$ cat src/rtl/cpu_pkg.sv
// Shared constants and types for the 19-bit pipelined CPU.
// Register-index width and the default width of the optional stall counter.
package cpu_pkg;

  localparam int REG_W       = 3;
  localparam int STALL_CNT_W = 16;

  typedef logic [REG_W-1:0] reg_idx_t;

endpackage

$ cat src/rtl/hazard_cmp.sv
// Raw load-use match: an EX-stage load writes a register that the ID-stage
// instruction reads. Register 0 is compared like any other index.
module hazard_cmp #(
  parameter int REG_W = cpu_pkg::REG_W
) (
  input  logic             EX_memread,
  input  logic [REG_W-1:0] EX_rt,
  input  logic [REG_W-1:0] ID_rs,
  input  logic [REG_W-1:0] ID_rt,
  output logic             match
);

  logic rs_hit;
  logic rt_hit;

  always_comb begin
    rs_hit = (EX_rt == ID_rs);
    rt_hit = (EX_rt == ID_rt);
    // A double match collapses into the same single stall request.
    match  = EX_memread & (rs_hit | rt_hit);
  end

endmodule

$ cat src/rtl/hazard_detection_unit.sv
// Load-use hazard detector between ID and EX: freezes PC and IF/ID and requests
// a bubble. Defining HAZARD_STATS_EN adds the stall_count port and register.
module hazard_detection_unit #(
  parameter int REG_W = cpu_pkg::REG_W,
  parameter int CNT_W = cpu_pkg::STALL_CNT_W
) (
  input  logic             clk,
  input  logic             reset,
  input  logic             EX_memread,
  input  logic [REG_W-1:0] EX_rt,
  input  logic [REG_W-1:0] ID_rs,
  input  logic [REG_W-1:0] ID_rt,
  output logic             hazard,
  output logic             PCwrite,
  output logic             IF_IDwrite
`ifdef HAZARD_STATS_EN
  ,
  output logic [CNT_W-1:0] stall_count
`endif
);

  logic match_w;

  hazard_cmp #(
    .REG_W (REG_W)
  ) u_cmp (
    .EX_memread (EX_memread),
    .EX_rt      (EX_rt),
    .ID_rs      (ID_rs),
    .ID_rt      (ID_rt),
    .match      (match_w)
  );

  // Detection is never gated by clk or reset, so it stays live during reset.
  always_comb begin
    hazard     = match_w;
    PCwrite    = ~match_w;
    IF_IDwrite = ~match_w;
  end

`ifdef HAZARD_STATS_EN
  logic [CNT_W-1:0] stall_count_q;
  logic [CNT_W-1:0] stall_count_d;

  // Free-running wrap from all-ones back to zero.
  always_comb begin
    stall_count_d = stall_count_q;
    if (match_w) begin
      stall_count_d = stall_count_q + {{(CNT_W-1){1'b0}}, 1'b1};
    end
  end

  always_ff @(posedge clk or posedge reset) begin
    if (reset) begin
      stall_count_q <= '0;
    end else begin
      stall_count_q <= stall_count_d;
    end
  end

  assign stall_count = stall_count_q;
`else
  // Purely combinational build: clk, reset and CNT_W are intentionally idle.
  localparam int unused_cnt_w = CNT_W;
  logic unused_clk_rst;
  assign unused_clk_rst = clk ^ reset;
`endif

endmodule

$ cat config.mk
export PLATFORM = sky130hd
export DESIGN_NAME = hazard_detection_unit
export DESIGN_NICKNAME = d
export VERILOG_FILES = /design/src/rtl/cpu_pkg.sv /design/src/rtl/hazard_cmp.sv /design/src/rtl/hazard_detection_unit.sv
export SDC_FILE = /design/constraint.sdc
export NUM_CORES = 1
export LEC_CHECK = 0
export ABC_CLOCK_PERIOD_IN_PS = 1600
export BUFFER_PORTS_ARGS = -buffer_cell sky130_fd_sc_hd__buf_2
export CELL_PAD_IN_SITES_DETAIL_PLACEMENT = 0
export CELL_PAD_IN_SITES_GLOBAL_PLACEMENT = 1
export CORE_AREA = 5 5 42 44
export DETAILED_ROUTE_END_ITERATION = 7
export DIE_AREA = 0 0 47 49
export GPL_ROUTABILITY_DRIVEN = 0
export PLACE_DENSITY_LB_ADDON = 0.12
export SYNTH_ARGS = -nofsm -noshare
export SYNTH_HDL_FRONTEND = slang
export SYNTH_HIERARCHICAL = 1
export SYNTH_SLANG_ARGS = --single-unit
$ cat constraint.sdc
create_clock -name vclk -period 1.6
set_input_delay 0.32 -clock vclk [all_inputs]
set_output_delay 0.32 -clock vclk [all_outputs]
set_load 0.01 [all_outputs]
==> results of run 1 <==
## kinds of logic after synthesis
kind of cell,after synthesis,share of synthesized area
AND/OR/NAND/NOR,5,0.271
AO/OA/AOI/OAI,2,0.200
buffers and inverters,2,0.129
XOR/XNOR,4,0.400
## path summary, 6_finish.rpt
path,startpoint,end,slack (ns),cells after the start
min,EX_memread,hazard,1.04,4
max,EX_rt[0],PCwrite,0.24,6
## stage by stage
stage                     utilization  worst slack [ns]  area (um^2)  power (mW)
after floorplan                     -             0.266         87.6      0.0206
after global placement          0.118             0.236          165      0.0409
after detailed placement        0.118             0.235          165      0.0411
after CTS                       0.118             0.229          165      0.0413
after global routing            0.118             0.188          165      0.0446
final                           0.118             0.243          165      0.0403
## power breakdown
part           switching [mW]  internal, mW
registers                   0             0
logic                  0.0182        0.0221
clock network               0             0
## cells in the final DEF (no fill, tap or decap)
cell type and count:
sky130_fd_sc_hd__nor2_1 2, sky130_fd_sc_hd__and2_1 2, sky130_fd_sc_hd__xnor2_1 4, sky130_fd_sc_hd__buf_2 13
sky130_fd_sc_hd__nand2_1 1, sky130_fd_sc_hd__inv_1 1, sky130_fd_sc_hd__o2111ai_1 2
## per-layer routing
layer,wire (um),vias to the layer above,global-route usage,part of all wire
met2,75,10,0.0271,0.25
met5,0,-,0,0
li1,-,67,-,-
met4,0,0,0,0
met1,164,35,0.0478,0.55
met3,57,0,0.00369,0.19
## final cells by class
class | instances | share of cell area
inverter | 1 | 0.0227
tap | 16 | 0.121
multi-input combinational | 11 | 0.462
timing repair buffer | 13 | 0.394
## worst max-delay path: cells and delay by family
kind / cells / cell delay [ns]
buf+inv: 3 / 0.29
simple gates: 2 / 0.24
compound gates: 1 / 0.18
==> load_flow_metrics.sql, run 1 <==
INSERT INTO impl_metrics (metric_group, metric, value, unit) VALUES
('status', 'result_of_the_run', 'complete, no violations', ''),
('clock_tree', 'post_cts_hold_buffer_count', '0', ''),
('final_layout', 'num-fill-cells', '181', ''),
('drt', 'number_of_drc_markers_in_iteration_0', '0', ''),
('pwr', 'power_density', '244', 'nW/um^2'),
('floorplanning', 'io-pin-count', '15', ''),
('setup_path', 'worst-endpoint-required', '1.28', 'ns'),
('sta', 'totalNegativeSetupSlack', '0', 'ns'),
('drt', 'route.detailed.wl_per_inst', '7.24', 'um'),
('clock_tree', 'cts_resized', '0', ''),
('final_layout', 'nNetsFinal', '39', ''),
('drt', 'drt_pass1_iterations', '1', ''),
('setup_path', 'max_stage_delay', '0.18', 'ns'),
('hold_path', 'worst_hold_path_type', 'input pin to primary output', ''),
('drt', 'detailed_route_drc_error_count', '0', ''),
('flow_run', 'drv.max_cap_violation_count', '0', ''),
('floorplanning', 'std_cell_rows', '14', ''),
('global_routing', 'gr-usage-all-layers', '0.0246', ''),
('placement', 'port-buffer-count', '13', ''),
('yosys', 'ys_top_cells_by_count', 'sky130_fd_sc_hd__xnor2_1, sky130_fd_sc_hd__and2_1, sky130_fd_sc_hd__nor2_1, sky130_fd_sc_hd__o2111ai_1', ''),
('yosys', 'synth-seq-area-share', '0', ''),
('setup_path', 'cp_slowest_cell', 'sky130_fd_sc_hd__o2111ai_1', ''),
('sta', 'finalHoldViolCount', '0', ''),
('setup_path', 'timing.critical_path.arrival', '1.04', 'ns'),
('yosys', 'synth_nets', '25', ''),
('final_layout', 'drive_above_1_share', '0.520', ''),
('floorplanning', 'initial_core_util', '0.0625', ''),
('global_routing', 'globalRouteOverflowTotal', '0', ''),
('clock_tree', 'cts_post_setup_buffers_inserted', '0', ''),
('setup_path', 'crit_top_cell', 'sky130_fd_sc_hd__buf_2', ''),
('sta', 'hold_slack', '1.04', 'ns'),
('setup_path', 'crit_type', 'input pin to primary output', ''),
('global_routing', 'wire_length_of_the_first_global_routing_pass', '462', 'um'),
('final_layout', 'final.clkbuf_count', '0', ''),
('global_routing', 'grt_pass1_vias', '124', ''),
('sta', 'timing_max_transition_violations_final', '0', ''),
('setup_path', 'end_kind', 'primary output', ''),
('global_routing', 'antenna_found_initial', '0', ''),
('floorplanning', 'die-height', '49', 'um'),
('yosys', 'yosys.cell_types.count', '7', ''),
('sta', 'worst_slew_margin_rel', '0.891', ''),
('drt', 'totalWireLength', '297', 'um'),
('floorplanning', 'die_area', '2300', 'um^2'),
('setup_path', 'worst_setup_path_start_kind', 'input pin', ''),
('sta', 'rsz0062_at_grt', 'false', ''),
('final_layout', 'ff_latch_area', '0', 'um^2'),
('floorplanning', 'core_region_area', '1400', 'um^2'),
('sta', 'timing.final.setup_violations', '0', ''),
('global_routing', 'pin_count_of_the_biggest_net_entering_global_routing', '5', ''),
('yosys', 'post_synth_instance_area', '87.6', 'um^2'),
('yosys', 'yosysWarningCount', '6', ''),
('drt', 'antenna_violating_nets_post_route', '0', ''),
('sta', 'fmax', '737', 'MHz'),
('drt', 'num_vias', '112', ''),
('pwr', 'leak_pwr', '0.0766', 'nW'),
('yosys', 'syn-mean-instance-area', '6.74', 'um^2'),
('sta', 'post-route-period-util', '0.848', ''),
('setup_path', 'cp_cell_sequence', 'buf_2, and2_1, o2111ai_1, nand2_1, inv_1, buf_2', ''),
('sta', 'period_needed', '1.36', 'ns'),
('setup_path', 'crit_path_max_fanout', '4', ''),
('placement', 'dp.final_hpwl', '289', 'um'),
('floorplanning', 'die_w', '47', 'um'),
('final_layout', 'final_cells', '41', ''),
('placement', 'post-place-cells', '41', ''),
('yosys', 'synth_cells', '13', ''),
('yosys', 'cell_with_the_most_instances_after_synthesis', 'sky130_fd_sc_hd__xnor2_1', ''),
('final_layout', 'areaGrowthSynthToFinish', '88.6', '%'),
('sta', 'timing_worst_slew_pin_value', '0.163', 'ns'),
('drt', 'avgViaCountPerCell', '2.73', ''),
('final_layout', 'n_antenna_cell', '0', ''),
('yosys', 'synth_largest_type_area_fraction', '0.400', ''),
('yosys', 'synth_top_cells_by_area', 'sky130_fd_sc_hd__xnor2_1, sky130_fd_sc_hd__o2111ai_1, sky130_fd_sc_hd__and2_1, sky130_fd_sc_hd__buf_4, sky130_fd_sc_hd__nor2_1', ''),
('yosys', 'synthDominantAreaCellType', 'sky130_fd_sc_hd__xnor2_1', ''),
('final_layout', 'flops_and_latches', '0', ''),
('pwr', 'worst_ir_drop_vdd', '0.0468', 'mV'),
('final_layout', 'multi_input_comb_area', '76.3', 'um^2');
No activity file was read; power rests on OpenSTA's default activity.
==> inputs of run 2 (changes only) <==
- ABC_CLOCK_PERIOD_IN_PS: 1600 -> 1200
- clock period: 1.6 -> 1.2 ns (I/O delays scaled with it)
==> run 2 against run 1 <==
Effect of this change:
- first-iteration DRC count grew 1
- hold slack lost 0.17 ns
- cell count is the same
- worst setup slack lost 0.21 ns
- global-route usage is the same
- largest cell class unchanged
==> load_flow_metrics.sql, run 2 (synthesized netlist as in run 1, its figures left out) <==
INSERT INTO impl_metrics (metric_group, metric, value, unit) VALUES
('status', 'result_of_the_run', 'complete, no violations', ''),
('floorplanning', 'core_region_area', '1400', 'um^2'),
('placement', 'port-buffer-count', '13', ''),
('setup_path', 'worst-endpoint-required', '0.96', 'ns'),
('final_layout', 'areaGrowthSynthToFinish', '130', '%'),
('final_layout', 'final.clkbuf_count', '0', ''),
('placement', 'post-place-cells', '41', ''),
('global_routing', 'globalRouteOverflowTotal', '0', ''),
('drt', 'totalWireLength', '289', 'um'),
('final_layout', 'drive_above_1_share', '0.720', ''),
('floorplanning', 'std_cell_rows', '14', ''),
('global_routing', 'gr-usage-all-layers', '0.0246', ''),
('final_layout', 'final_common_cell', 'sky130_fd_sc_hd__buf_2', ''),
('drt', 'route.detailed.wl_per_inst', '7.05', 'um'),
('final_layout', 'final_core_utilization', '0.144', ''),
('setup_path', 'worst_setup_path_startpoint', 'EX_rt[0]', ''),
('flow_run', 'drv.max_cap_violation_count', '0', ''),
('final_layout', 'ff_latch_area', '0', 'um^2'),
('hold_path', 'worst_hold_path_type', 'input pin to primary output', ''),
('pwr', 'power_density', '341', 'nW/um^2'),
('placement', 'dp.final_hpwl', '289', 'um'),
('floorplanning', 'die_area', '2300', 'um^2'),
('drt', 'number_of_drc_markers_in_iteration_0', '1', ''),
('drt', 'drt_pass1_iterations', '2', ''),
('sta', 'worst_slew_margin_rel', '0.897', ''),
('floorplanning', 'die-height', '49', 'um'),
('sta', 'finalHoldViolCount', '0', ''),
('final_layout', 'layout.cells.most_common_list', 'sky130_fd_sc_hd__buf_2, sky130_fd_sc_hd__and2_4, sky130_fd_sc_hd__nor2_1, sky130_fd_sc_hd__xnor2_1, sky130_fd_sc_hd__xnor2_2', ''),
('drt', 'num_vias', '114', ''),
('drt', 'avgViaCountPerCell', '2.78', ''),
('sta', 'timing_max_transition_violations_final', '0', ''),
('final_layout', 'num-fill-cells', '176', ''),
('setup_path', 'worst_setup_path_start_kind', 'input pin', ''),
('setup_path', 'crit_type', 'input pin to primary output', ''),
('sta', 'post-route-period-util', '0.971', ''),
('global_routing', 'grt_pass1_vias', '124', ''),
('setup_path', 'end_kind', 'primary output', ''),
('pwr', 'worst_ir_drop_vdd', '0.0861', 'mV'),
('global_routing', 'pin_count_of_the_biggest_net_entering_global_routing', '5', ''),
('floorplanning', 'initial_core_util', '0.0625', ''),
('sta', 'timing_worst_slew_pin_value', '0.155', 'ns'),
('floorplanning', 'die_w', '47', 'um'),
('global_routing', 'wire_length_of_the_first_global_routing_pass', '462', 'um'),
('drt', 'antenna_violating_nets_post_route', '0', ''),
('sta', 'rsz0062_at_grt', 'true', ''),
('drt', 'detailed_route_drc_error_count', '0', ''),
('floorplanning', 'io-pin-count', '15', ''),
('setup_path', 'crit_end', 'PCwrite', ''),
('global_routing', 'antenna_found_initial', '0', ''),
('sta', 'timing.final.setup_violations', '0', ''),
('setup_path', 'crit_path_max_fanout', '4', ''),
('clock_tree', 'post_cts_hold_buffer_count', '0', ''),
('sta', 'period_needed', '1.16', 'ns'),
('sta', 'hold_slack', '0.863', 'ns'),
('final_layout', 'n_antenna_cell', '0', ''),
('setup_path', 'timing.critical_path.arrival', '0.92', 'ns'),
('final_layout', 'nNetsFinal', '39', ''),
('pwr', 'leak_pwr', '0.0955', 'nW'),
('final_layout', 'flops_and_latches', '0', ''),
('sta', 'fmax', '859', 'MHz'),
('clock_tree', 'cts_post_setup_buffers_inserted', '0', ''),
('final_layout', 'final_cells', '41', '');
[run 2: cell count changes in the layout (fill, tap and decap cells not counted)]
cell | previous run | this run
sky130_fd_sc_hd__xnor2_1 | 4 | 2
sky130_fd_sc_hd__xnor2_2 | 0 | 2
sky130_fd_sc_hd__o2111ai_2 | 0 | 1
sky130_fd_sc_hd__o2111ai_1 | 2 | 1
sky130_fd_sc_hd__and2_1 | 2 | 0
sky130_fd_sc_hd__buf_2 | 13 | 12
sky130_fd_sc_hd__and2_4 | 0 | 2
sky130_fd_sc_hd__buf_8 | 0 | 1
[run 2: power breakdown]
group	switching, mW	total (mW)	leakage, nW	internal [mW]
Combinational	0.0284	0.0687	0.0955	0.0403
Sequential	0	0	0	0
Clock	0	0	0	0
[run 2: timing repair]
action                     CTS  global route
setup endpoints to repair    2             2
resized for setup            1             7
pin swaps                    3             3
[run 2: per-layer routing]
layer,global-route usage,vias to the layer above,routed length [um]
li1,-,67,-
met1,0.0478,37,156
met2,0.0271,10,77
met3,0.00369,0,56
met4,0,0,0
met5,0,-,0
[run 2: worst min path at each step]
| stage | from | to | slack (ns) | cells after the start |
|---|---|---|---|---|
| finish | EX_memread | hazard | 0.86 | 4 |
| global route | EX_memread | hazard | 0.90 | 4 |
| CTS | EX_memread | hazard | 0.89 | 4 |
| detailed placement | EX_memread | hazard | 0.89 | 4 |
| global placement | EX_memread | hazard | 0.88 | 4 |
| floorplan | EX_memread | hazard | 0.65 | 2 |
[run 2: metrics by stage]
stage	setup WS [ns]	setup TNS [ns]	power, mW	area [um^2]
2_1_floorplan	0.0259	0	0.0275	87.6
5_1_grt	-0.0145	-0.0275	0.0749	201
3_5_place_dp	-0.00517	-0.0101	0.0549	165
6_report	0.0354	0	0.0687	201
3_3_place_gp	-0.00363	-0.00724	0.0546	165
4_1_cts	0.00464	0	0.0566	168
[run 2: area by class of cell]
type / instances / area, um^2 / share of cell area
timing repair buffer: 13 / 75.1 / 0.373
multi-input combinational: 11 / 103 / 0.509
tap: 16 / 20.0 / 0.0994
inverter: 1 / 3.75 / 0.0186
[run 2: worst max-delay path: stages]
cell and delay [ns]:
sky130_fd_sc_hd__buf_8 0.10, sky130_fd_sc_hd__and2_4 0.14, sky130_fd_sc_hd__o2111ai_2 0.17, sky130_fd_sc_hd__nand2_1 0.09, sky130_fd_sc_hd__inv_1 0.06, sky130_fd_sc_hd__buf_2 0.12
==> inputs of run 3 (changes only) <==
- ABC_AREA: unset -> 1
==> run 3 against run 2 <==
Effect of this change:
- worst setup slack lost 0.0082 ns
- flip-flop and latch count is the same
- fmax shrank 0.70%
- combinational power grew 44%
- die area is the same
- count of clock-buffer cells in the layout is the same
- wire length grew 11%
- synthesized cell count grew 85%
- utilization grew 6.2 points
==> load_flow_metrics.sql, run 3 <==
INSERT INTO impl_metrics (metric_group, metric, value, unit) VALUES
('sta', 'timing_worst_slew_pin_value', '0.121', 'ns'),
('yosys', 'synth_fa_ha_area_frac', '0', ''),
('final_layout', 'num-fill-cells', '167', ''),
('yosys', 'synth_largest_type_area_fraction', '0.290', ''),
('setup_path', 'cp_slowest_cell', 'sky130_fd_sc_hd__a21oi_2', ''),
('drt', 'detailed_route_drc_error_count', '0', ''),
('global_routing', 'globalRouteOverflowTotal', '0', ''),
('floorplanning', 'die_w', '47', 'um'),
('setup_path', 'critical_path.n_buffers_inverters', '3', ''),
('setup_path', 'worst-endpoint-required', '0.96', 'ns'),
('sta', 'finalHoldViolCount', '0', ''),
('yosys', 'complex_gate_fraction_of_the_synthesized_area', '0.0753', ''),
('sta', 'timing.final.setup_violations', '0', ''),
('sta', 'timing_max_transition_violations_final', '0', ''),
('yosys', 'synth-seq-area-share', '0', ''),
('placement', 'place_worst_setup_slack', '-0.00560', 'ns'),
('drt', 'number_of_drc_markers_in_iteration_0', '0', ''),
('yosys', 'synthDominantAreaCellType', 'sky130_fd_sc_hd__nand2_1', ''),
('pwr', 'worst_ir_drop_vdd', '0.0875', 'mV'),
('global_routing', 'antenna_found_initial', '0', ''),
('final_layout', 'final_common_cell', 'sky130_fd_sc_hd__nand2_1', ''),
('final_layout', 'final.clkbuf_count', '0', ''),
('drt', 'avgViaCountPerCell', '3.10', ''),
('yosys', 'synth_top_family_by_area', 'simple AND/OR/NAND/NOR gates', ''),
('pwr', 'power', '99.2', 'uW'),
('placement', 'post-place-cells', '52', ''),
('yosys', 'yosys.cell_types.count', '6', ''),
('sta', 'rsz0062_at_grt', 'true', ''),
('final_layout', 'n_antenna_cell', '0', ''),
('final_layout', 'drive_above_1_share', '0.611', ''),
('yosys', 'cell_with_the_most_instances_after_synthesis', 'sky130_fd_sc_hd__nand2_1', ''),
('sta', 'period_needed', '1.17', 'ns'),
('placement', 'dp.final_hpwl', '310', 'um'),
('setup_path', 'max_stage_delay', '0.16', 'ns'),
('yosys', 'yosysWarningCount', '6', ''),
('yosys', 'syn-mean-instance-area', '4.85', 'um^2'),
('floorplanning', 'die-height', '49', 'um'),
('final_layout', 'ff_latch_area', '0', 'um^2'),
('status', 'result_of_the_run', 'complete, no violations', ''),
('drt', 'antenna_violating_nets_post_route', '0', ''),
('yosys', 'synth_nets', '36', ''),
('yosys', 'synth_mux_area_frac', '0', ''),
('floorplanning', 'std_cell_rows', '14', ''),
('setup_path', 'end_kind', 'primary output', ''),
('clock_tree', 'post_cts_hold_buffer_count', '0', ''),
('drt', 'route.detailed.wl_per_inst', '6.15', 'um'),
('global_routing', 'pin_count_of_the_biggest_net_entering_global_routing', '4', ''),
('floorplanning', 'io-pin-count', '15', ''),
('drt', 'num_vias', '161', ''),
('clock_tree', 'cts_post_setup_buffers_inserted', '0', ''),
('yosys', 'area_share_of_and_or_nand_nor_cells_after_synthesis', '0.376', ''),
('sta', 'totalNegativeSetupSlack', '0', 'ns'),
('sta', 'worst_slew_margin_rel', '0.919', ''),
('drt', 'drt_pass1_iterations', '1', ''),
('setup_path', 'timing.critical_path.arrival', '0.93', 'ns'),
('yosys', 'post_synth_instance_area', '116', 'um^2'),
('setup_path', 'cp_cell_sequence', 'buf_6, xnor2_2, nand3_1, a21oi_2, inv_1, buf_2', ''),
('yosys', 'ys_top_cells_by_count', 'sky130_fd_sc_hd__nand2_1, sky130_fd_sc_hd__inv_1, sky130_fd_sc_hd__xnor2_1, sky130_fd_sc_hd__nand3_1', ''),
('final_layout', 'multi_input_comb_area', '129', 'um^2'),
('setup_path', 'crit_type', 'input pin to primary output', ''),
('final_layout', 'flops_and_latches', '0', ''),
('final_layout', 'final_cells', '52', ''),
('sta', 'post-route-worst-setup-slack', '0.0272', 'ns'),
('final_layout', 'layout.cells.most_common_list', 'sky130_fd_sc_hd__nand2_1, sky130_fd_sc_hd__buf_2, sky130_fd_sc_hd__buf_6', ''),
('setup_path', 'worst_setup_path_start_kind', 'input pin', ''),
('flow_run', 'drv.max_cap_violation_count', '0', ''),
('setup_path', 'worst_path_dominant_cell_family', 'buffers and inverters', ''),
('sta', 'fmax', '853', 'MHz'),
('placement', 'port-buffer-count', '13', ''),
('pwr', 'leak_pwr', '0.157', 'nW'),
('final_layout', 'nNetsFinal', '50', ''),
('final_layout', 'areaGrowthSynthToFinish', '147', '%'),
('global_routing', 'grt_pass1_vias', '133', ''),
('pwr', 'power_density', '345', 'nW/um^2'),
('floorplanning', 'core_region_area', '1400', 'um^2'),
('yosys', 'synth_top_cells_by_area', 'sky130_fd_sc_hd__nand2_1, sky130_fd_sc_hd__inv_1, sky130_fd_sc_hd__xnor2_1, sky130_fd_sc_hd__nand3_1, sky130_fd_sc_hd__a21oi_2', ''),
('floorplanning', 'die_area', '2300', 'um^2'),
('drt', 'totalWireLength', '320', 'um'),
('global_routing', 'gr-usage-all-layers', '0.0225', ''),
('global_routing', 'wire_length_of_the_first_global_routing_pass', '427', 'um'),
('yosys', 'synth-xor-area-share', '0.226', ''),
('yosys', 'synth_cells', '24', ''),
('floorplanning', 'initial_core_util', '0.0830', ''),
('sta', 'post-route-period-util', '0.977', ''),
('hold_path', 'worst_hold_path_type', 'input pin to primary output', ''),
('setup_path', 'crit_path_max_fanout', '3', '');
## run 3: changes by cell type after synthesis, sizes merged, moves of 2 or more
| cell | previous run | this run |
|---|---|---|
| o2111ai | 2 | 0 |
| nand3 | 0 | 2 |
| nand2 | 1 | 9 |
| nor2 | 2 | 0 |
| and2 | 2 | 0 |
| inv | 1 | 8 |
## run 3: final timing paths
path,startpoint,endpoint,depth (start not counted)
worst max-delay path,EX_rt[2],PCwrite,6
worst min-delay path,EX_memread,hazard,4
## run 3: logic make-up (layout without fill, tap and decap cells)
logic type,Yosys count,in the layout
AND/OR/NAND/NOR,11,11
XOR/XNOR,3,3
AO/OA/AOI/OAI,1,1
buffers and inverters,9,21
## run 3: metrics by stage
stage                     instance area (um^2)  hold slack, ns   util
after floorplan                            116           0.569      -
after global placement                     194           0.794  0.138
after detailed placement                   194           0.790  0.138
after CTS                                  208           0.792  0.148
after global routing                       288           0.802  0.205
final                                      288           0.790  0.205
## run 3: cell type report
cell class | count | area share
inverters | 8 | 0.104
well taps | 16 | 0.0696
multi-input cells | 15 | 0.448
repair buffers | 13 | 0.378
## run 3: where the power goes
part           internal (mW)  total, mW  switching, mW
Sequential                 0          0              0
Clock                      0          0              0
Combinational         0.0601     0.0992         0.0392
## run 3: layer usage
metal  wire length (um)  global-route usage
met2                170              0.0430
met1                104              0.0217
met5                  0                   0
met3                 44              0.0111
met4                  0                   0
## run 3: tightest hold or removal path, stage by stage
cell                      delay, ns
sky130_fd_sc_hd__buf_2         0.09
sky130_fd_sc_hd__inv_1         0.05
sky130_fd_sc_hd__a21oi_2       0.04
sky130_fd_sc_hd__buf_2         0.13
## run 3: timing repair
item | in CTS | in global routing
setup endpoints to repair | 2 | 2
endpoints found under the hold margin | 0 | 0
gates resized for setup | 3 | 18
pin swaps | 4 | 6
